**src/rtl/div_unit_pkg.sv**
```systemverilog
// Shared divider definitions: default width, FSM state encoding and the
// DIV/DIVU function-field encodings used by the decoder.
package div_unit_pkg;

    localparam int DIV_WIDTH = 32;

    typedef enum logic [1:0] {
        ST_IDLE = 2'd0,
        ST_BUSY = 2'd1,
        ST_DONE = 2'd2
    } div_state_e;

    localparam logic [5:0] FUNCT_DIV  = 6'h1a;
    localparam logic [5:0] FUNCT_DIVU = 6'h1b;

    function automatic logic funct_is_div(input logic [5:0] funct);
        return (funct == FUNCT_DIV) || (funct == FUNCT_DIVU);
    endfunction

    function automatic logic funct_is_signed(input logic [5:0] funct);
        return funct == FUNCT_DIV;
    endfunction

endpackage

```
**src/rtl/div_unit_if.sv**
```systemverilog
// EX-stage divider bundle: request/operands from the pipe, stall and HI/LO
// result back to the pipe.
interface div_unit_if
    import div_unit_pkg::*;
#(
    parameter int WIDTH = DIV_WIDTH
);
    logic             div_start;
    logic             div_signed;
    logic [WIDTH-1:0] opdata1;
    logic [WIDTH-1:0] opdata2;
    logic             annul;
    logic             div_stall;
    logic             result_valid;
    logic [WIDTH-1:0] hi_out;
    logic [WIDTH-1:0] lo_out;

    modport master (
        output div_start, div_signed, opdata1, opdata2, annul,
        input  div_stall, result_valid, hi_out, lo_out
    );

    modport slave (
        input  div_start, div_signed, opdata1, opdata2, annul,
        output div_stall, result_valid, hi_out, lo_out
    );
endinterface

```
**src/rtl/div_unit_step.sv**
```systemverilog
// One restoring shift-subtract step: shifts {rem,quo} left and keeps the
// trial difference whenever the shifted remainder covers the divisor.
module div_unit_step #(
    parameter int WIDTH = 32
) (
    input  logic [WIDTH:0]   rem_in,
    input  logic [WIDTH-1:0] quo_in,
    input  logic [WIDTH-1:0] divisor_in,
    output logic [WIDTH:0]   rem_out,
    output logic [WIDTH-1:0] quo_out
);
    logic [WIDTH+1:0] shifted;
    logic [WIDTH:0]   trial;
    logic             keep;

    assign shifted = {rem_in, quo_in[WIDTH-1]};
    assign keep    = shifted >= {2'b00, divisor_in};
    assign trial   = shifted[WIDTH:0] - {1'b0, divisor_in};
    assign rem_out = keep ? trial : shifted[WIDTH:0];
    assign quo_out = {quo_in[WIDTH-2:0], keep};
endmodule

```
**src/rtl/div_unit.sv**
```systemverilog
// Multi-cycle radix-2 restoring divider for DIV/DIVU; stalls the pipe while
// busy and presents quotient on LO, remainder on HI for one cycle.
module div_unit
    import div_unit_pkg::*;
#(
    parameter int WIDTH = DIV_WIDTH
) (
    input logic       clk,
    input logic       resetn,
    div_unit_if.slave bus
);
    localparam int CNT_W = $clog2(WIDTH);

    div_state_e       state_reg;
    logic [CNT_W-1:0] count_reg;
    logic [WIDTH:0]   rem_reg;
    logic [WIDTH-1:0] quo_reg;
    logic [WIDTH-1:0] divisor_reg;
    logic             neg_quo_reg;
    logic             neg_rem_reg;
    logic             result_valid_reg;
    logic [WIDTH-1:0] hi_reg;
    logic [WIDTH-1:0] lo_reg;

    logic [WIDTH-1:0] abs_op1;
    logic [WIDTH-1:0] abs_op2;
    logic [WIDTH:0]   step_rem;
    logic [WIDTH-1:0] step_quo;

    // Magnitudes of the operands; 0x80000000 maps onto itself, which the
    // unsigned core handles correctly.
    assign abs_op1 = (bus.div_signed && bus.opdata1[WIDTH-1]) ? -bus.opdata1 : bus.opdata1;
    assign abs_op2 = (bus.div_signed && bus.opdata2[WIDTH-1]) ? -bus.opdata2 : bus.opdata2;

    div_unit_step #(.WIDTH(WIDTH)) u_step (
        .rem_in     (rem_reg),
        .quo_in     (quo_reg),
        .divisor_in (divisor_reg),
        .rem_out    (step_rem),
        .quo_out    (step_quo)
    );

    always_ff @(posedge clk or negedge resetn) begin
        if (!resetn) begin
            state_reg        <= ST_IDLE;
            count_reg        <= '0;
            rem_reg          <= '0;
            quo_reg          <= '0;
            divisor_reg      <= '0;
            neg_quo_reg      <= 1'b0;
            neg_rem_reg      <= 1'b0;
            result_valid_reg <= 1'b0;
            hi_reg           <= '0;
            lo_reg           <= '0;
        end else begin
            result_valid_reg <= 1'b0;
            case (state_reg)
                ST_IDLE: begin
                    if (bus.div_start && !bus.annul) begin
                        rem_reg     <= '0;
                        quo_reg     <= abs_op1;
                        divisor_reg <= abs_op2;
                        neg_quo_reg <= bus.div_signed & (bus.opdata1[WIDTH-1] ^ bus.opdata2[WIDTH-1]);
                        neg_rem_reg <= bus.div_signed & bus.opdata1[WIDTH-1];
                        count_reg   <= '0;
                        state_reg   <= ST_BUSY;
                    end
                end
                ST_BUSY: begin
                    if (bus.annul) begin
                        state_reg <= ST_IDLE;
                    end else begin
                        rem_reg   <= step_rem;
                        quo_reg   <= step_quo;
                        count_reg <= count_reg + 1'b1;
                        // Last step: fix up signs straight from the step output.
                        if (count_reg == CNT_W'(WIDTH - 1)) begin
                            lo_reg           <= neg_quo_reg ? -step_quo : step_quo;
                            hi_reg           <= neg_rem_reg ? -step_rem[WIDTH-1:0] : step_rem[WIDTH-1:0];
                            result_valid_reg <= 1'b1;
                            state_reg        <= ST_DONE;
                        end
                    end
                end
                ST_DONE: state_reg <= ST_IDLE;
                default: state_reg <= ST_IDLE;
            endcase
        end
    end

    assign bus.div_stall    = ~bus.annul & (((state_reg == ST_IDLE) & bus.div_start) | (state_reg == ST_BUSY));
    assign bus.result_valid = result_valid_reg;
    assign bus.hi_out       = hi_reg;
    assign bus.lo_out       = lo_reg;
endmodule

```
**src/flat_wrapper.sv**
```systemverilog
// flat-port wrapper written by rule: the top's interface ports become plain ports
module div_unit_flat import div_unit_pkg::*;
#(
    parameter int WIDTH = DIV_WIDTH
)
  (clk, resetn, bus_div_start, bus_div_signed, bus_opdata1, bus_opdata2, bus_annul, bus_div_stall, bus_result_valid, bus_hi_out, bus_lo_out);
  div_unit_if #(.WIDTH(WIDTH)) bus_i ();
  input logic clk;
  input logic resetn;
  input wire logic [$bits(bus_i.div_start)-1:0] bus_div_start;
  input wire logic [$bits(bus_i.div_signed)-1:0] bus_div_signed;
  input wire logic [$bits(bus_i.opdata1)-1:0] bus_opdata1;
  input wire logic [$bits(bus_i.opdata2)-1:0] bus_opdata2;
  input wire logic [$bits(bus_i.annul)-1:0] bus_annul;
  output wire logic [$bits(bus_i.div_stall)-1:0] bus_div_stall;
  output wire logic [$bits(bus_i.result_valid)-1:0] bus_result_valid;
  output wire logic [$bits(bus_i.hi_out)-1:0] bus_hi_out;
  output wire logic [$bits(bus_i.lo_out)-1:0] bus_lo_out;
  assign bus_i.div_start = bus_div_start;
  assign bus_i.div_signed = bus_div_signed;
  assign bus_i.opdata1 = bus_opdata1;
  assign bus_i.opdata2 = bus_opdata2;
  assign bus_i.annul = bus_annul;
  assign bus_div_stall = bus_i.div_stall;
  assign bus_result_valid = bus_i.result_valid;
  assign bus_hi_out = bus_i.hi_out;
  assign bus_lo_out = bus_i.lo_out;
  div_unit #(.WIDTH(WIDTH)) u_core (.clk(clk), .resetn(resetn), .bus(bus_i));
endmodule
```
**config.mk**
```make
export PLATFORM = sky130hd
export DESIGN_NAME = div_unit_flat
export DESIGN_NICKNAME = d
export VERILOG_FILES = /design/src/rtl/div_unit_pkg.sv /design/src/rtl/div_unit_if.sv /design/src/rtl/div_unit_step.sv /design/src/rtl/div_unit.sv /design/src/flat_wrapper.sv
export SDC_FILE = /design/constraint.sdc
export NUM_CORES = 1
export LEC_CHECK = 0
export BUFFER_PORTS_ARGS = -buffer_cell sky130_fd_sc_hd__buf_4
export CORE_AREA = 2 2 151 153
export CTS_CLUSTER_DIAMETER = 200
export DETAILED_ROUTE_END_ITERATION = 10
export DIE_AREA = 0 0 153 155
export GPL_TIMING_DRIVEN = 0
export PLACE_DENSITY = 0.72
export SLEW_MARGIN = 20
export SYNTH_ARGS = -nofsm -noshare
export SYNTH_HDL_FRONTEND = slang
export SYNTH_SLANG_ARGS = --single-unit
export TNS_END_PERCENT = 5
```
**constraint.sdc**
```tcl
create_clock -name clk -period 5.3 [get_ports clk]
set_input_delay 0 -clock clk [delete_from_list [all_inputs] [get_ports clk]]
set_output_delay 0 -clock clk [all_outputs]
set_load 0.02 [all_outputs]
```
==> out/metrics.yaml <==
floorplanning:
  rows: 55
  die_h_um: 155
  dieArea_um2: 23700
  die_w_um: 153
  start_util_pct: 53.9
  ios: 135
  core_um2: 22200
synthesis:
  synth_area_um2: 12000
  synth_warnings: 0
  synth_cell_type_count: 80
  synth_top_area_cell: "dfrtp_1"
  synth-edff-count: 0
  seq_area_frac_synth_pct: 35.7
  synth_top_area_share_pct: 35.7
  ys_seq_elements: 171
  syn-num-nets: 1605
  ys_async_sr_fraction_pct: 100
  synth.area.top_cells: "dfrtp_1 36%, o21ai_0 8.8%, nand2_1 8.3%, xor2_1 5.5%, a21oi_1 4.5%"
  syn_avg_cell_area_um2: 8.00
  synthCells: 1497
  ys.flop_type: "dfrtp_1"
place:
  place_congestion: 0.968
  dp_hpwl_mm: 29.0
  port_buffers: 134
  dp_slack_ns: -0.431
layout:
  final_cell_mix: "266 x nand2_1, 208 x o21ai_0, 168 x dfrtp_1, 139 x buf_4, 106 x a21oi_1"
  num_antenna_cells: 0
  area_growth_pct: 21.6
  nets: 1804
  mostFrequentLayoutCell: "nand2_1"
  seq_area_um2: 4280
  layout-drive-gt1-share_pct: 13.5
  fill_cells: 1918
  multi_input_area_um2: 7230
  largest_reg_flops: 33
sta:
  finalCritPeriodShare_pct: 97.0
  max_freq_ghz: 0.194
  setup_ws_ns: 0.159
  tns_ns: 0
  worst_pin_slew_ns: 0.858
  finalSetupViolations: 0
  slew_headroom_pct: 42.3
  finalHoldViolations: 0
  rsz0062_at_grt: "true"
  skew_ns: 0.00700
  layout_min_cycle_time_ns: 5.14
  whs_ns: 0.00846
  maxSlewViolCount: 0
grt:
  first_global_vias: 11100
  antenna_found_initial: 0
  grt_max_degree: 97
  grt_overflow_total: 0
  grt_pass1_wl_mm: 60.3
  track_usage_pct: 31.8
clock_network:
  clk_pin_slew_ns: 0.07
  post_cts_buffers: 0
  clockBufferDepth: 2
  cts_tree: "done"
  cts.htree.levels: 4
  cts_buffers: 17
  cts_num_sinks: 171
  insertion_delay_ns: 0.44
  clockRootBuffer: "clkbuf_16"
worst_setup_path:
  crit_required_ns: 5.61
  cp_top_family: "simple AND/OR/NAND/NOR gates"
  cp_slowest_stage_delay_ns: 0.48
  worst-path-buf-inv: 5
  cp_cell_sequence: "ha_1, buf_4, nand4_4, nor4_4, nand2_1, a211o_1, nand3b_4, buf_6, buf_4, clkbuf_4, buf_6, nand2_1, o21ai_2, ha_2, nor4b_2, nor3b_2, nor3_1, or3_4, o41ai_2, xor2_1, o21ai_1"
  worstPathArrival_ns: 5.45
  cp_slowest_cell: "dfrtp_2"
  path_max_fanout: 10
  worstSetupEndpointType: "flop"
  critical_path_class: "flop to flop"
  start_kind: "flop"
outcome:
  status: "complete, no violations"
detailed_routing:
  drt-met1-wl_mm: 17.2
  routed_via_density: 6.02
  first_pass_iters: 6
  drt_iter0_drc: 961
  top_layer: "met4"
  antenna_left: 0
  via_count: 12000
  drc: 0
  route.met3.wl_mm: 2.84
  wire_per_inst_um: 19.0
  wirelength_mm: 37.9
  route.met2.wl_mm: 16.9
power_and_ir_drop:
  ir_drop_v: 0.000302
  power.density_nw_per_um2: 589
  p_total_w: 0.00857
  power.leakage_nw: 6.47
worst_hold_path:
  hold_path.class: "input pin to flop"
run:
  cap_violations: 0
-- cell families after synthesis --
| family | after synthesis | share of synthesized area [%] |
|---|---|---|
| AOI/OAI and AO/OA | 446 | 22.1 |
| xor gates and xnor gates | 133 | 9.73 |
| adders and majority gates | 39 | 4.14 |
| buffers and inverters | 129 | 4.44 |
| DFF | 171 | 35.7 |
| muxes | 23 | 1.92 |
| and+or+nand+nor | 556 | 21.9 |
-- layer usage --
layer | up-vias | track usage (%)
met2 | 544 | 49.0
met1 | 5712 | 47.4
met5 | - | 0
met3 | 61 | 3.62
met4 | 0 | 9.66
li1 | 5688 | -
-- per-stage QoR --
stage | utilization, % | cells | instance area, um2
after floorplan | - | 1497 | 12000
after global placement | 60.0 | 1916 | 13300
after detailed placement | 60.2 | 1918 | 13400
after CTS | 65.3 | 1995 | 14500
after global routing | 65.5 | 1994 | 14600
final | 65.5 | 1994 | 14600
-- worst min-delay path, stage by stage --
cell	delay (ns)
buf_4	0.11
nor4b_2	0.19
nor2_1	0.10
-- report_power, final --
part	switching, W	internal, W
registers	0.000367	0.00154
logic	0.00341	0.00190
clock network	0.000624	0.000732
-- Yosys cell counts (12+ instances only) --
master / count
o31ai_1: 25
ha_1: 38
xor2_1: 75
o21ai_0: 210
nor2_1: 104
or4_1: 14
nand3_1: 36
xnor2_1: 58
buf_2: 12
nor3_1: 27
mux2i_1: 23
clkbuf_1: 52
nand2b_1: 12
a21o_1: 13
a21oi_1: 107
inv_1: 51
dfrtp_1: 171
nand2_1: 266
nor4_1: 20
-- timing repair --
action / 4_1_cts / 5_1_grt
resized for setup: 8 / 20
cloned: 0 / 0
pin swaps: 0 / 2
endpoints found under the hold margin: 113 / 0
endpoints found under the setup margin: 16 / 15
hold buffers: 45 / 0
-- final timing paths --
| kind | start | end | slack (ns) | cells after the start |
|---|---|---|---|---|
| worst max-delay path | u_core.rem_reg[10] | u_core.bus.hi_out[30] | 0.16 | 21 |
| worst min-delay path | bus_div_start | u_core.count_reg[3] | 0.008 | 3 |
| worst max register to register | u_core.rem_reg[10] | u_core.bus.hi_out[30] | 0.16 | 21 |
| worst min register to register | u_core.count_reg[4] | u_core.count_reg[4] | 0.48 | 2 |
| max in group asynchronous | resetn | u_core.bus.lo_out[29] | 4.34 | 3 |
| min in group asynchronous | resetn | u_core.rem_reg[5] | 0.10 | 2 |
-- final cells by class --
type,instances,area share [%]
Multi-Input combinational cell,1197,49.7
Buffer,76,2.40
Timing Repair Buffer,181,10.3
Sequential cell,171,29.4
Inverter,52,1.36
Clock inverter,15,1.52
Tap cell,285,2.45
Clock buffer,17,2.92
Note: power is estimated with default switching activity, not from simulation.
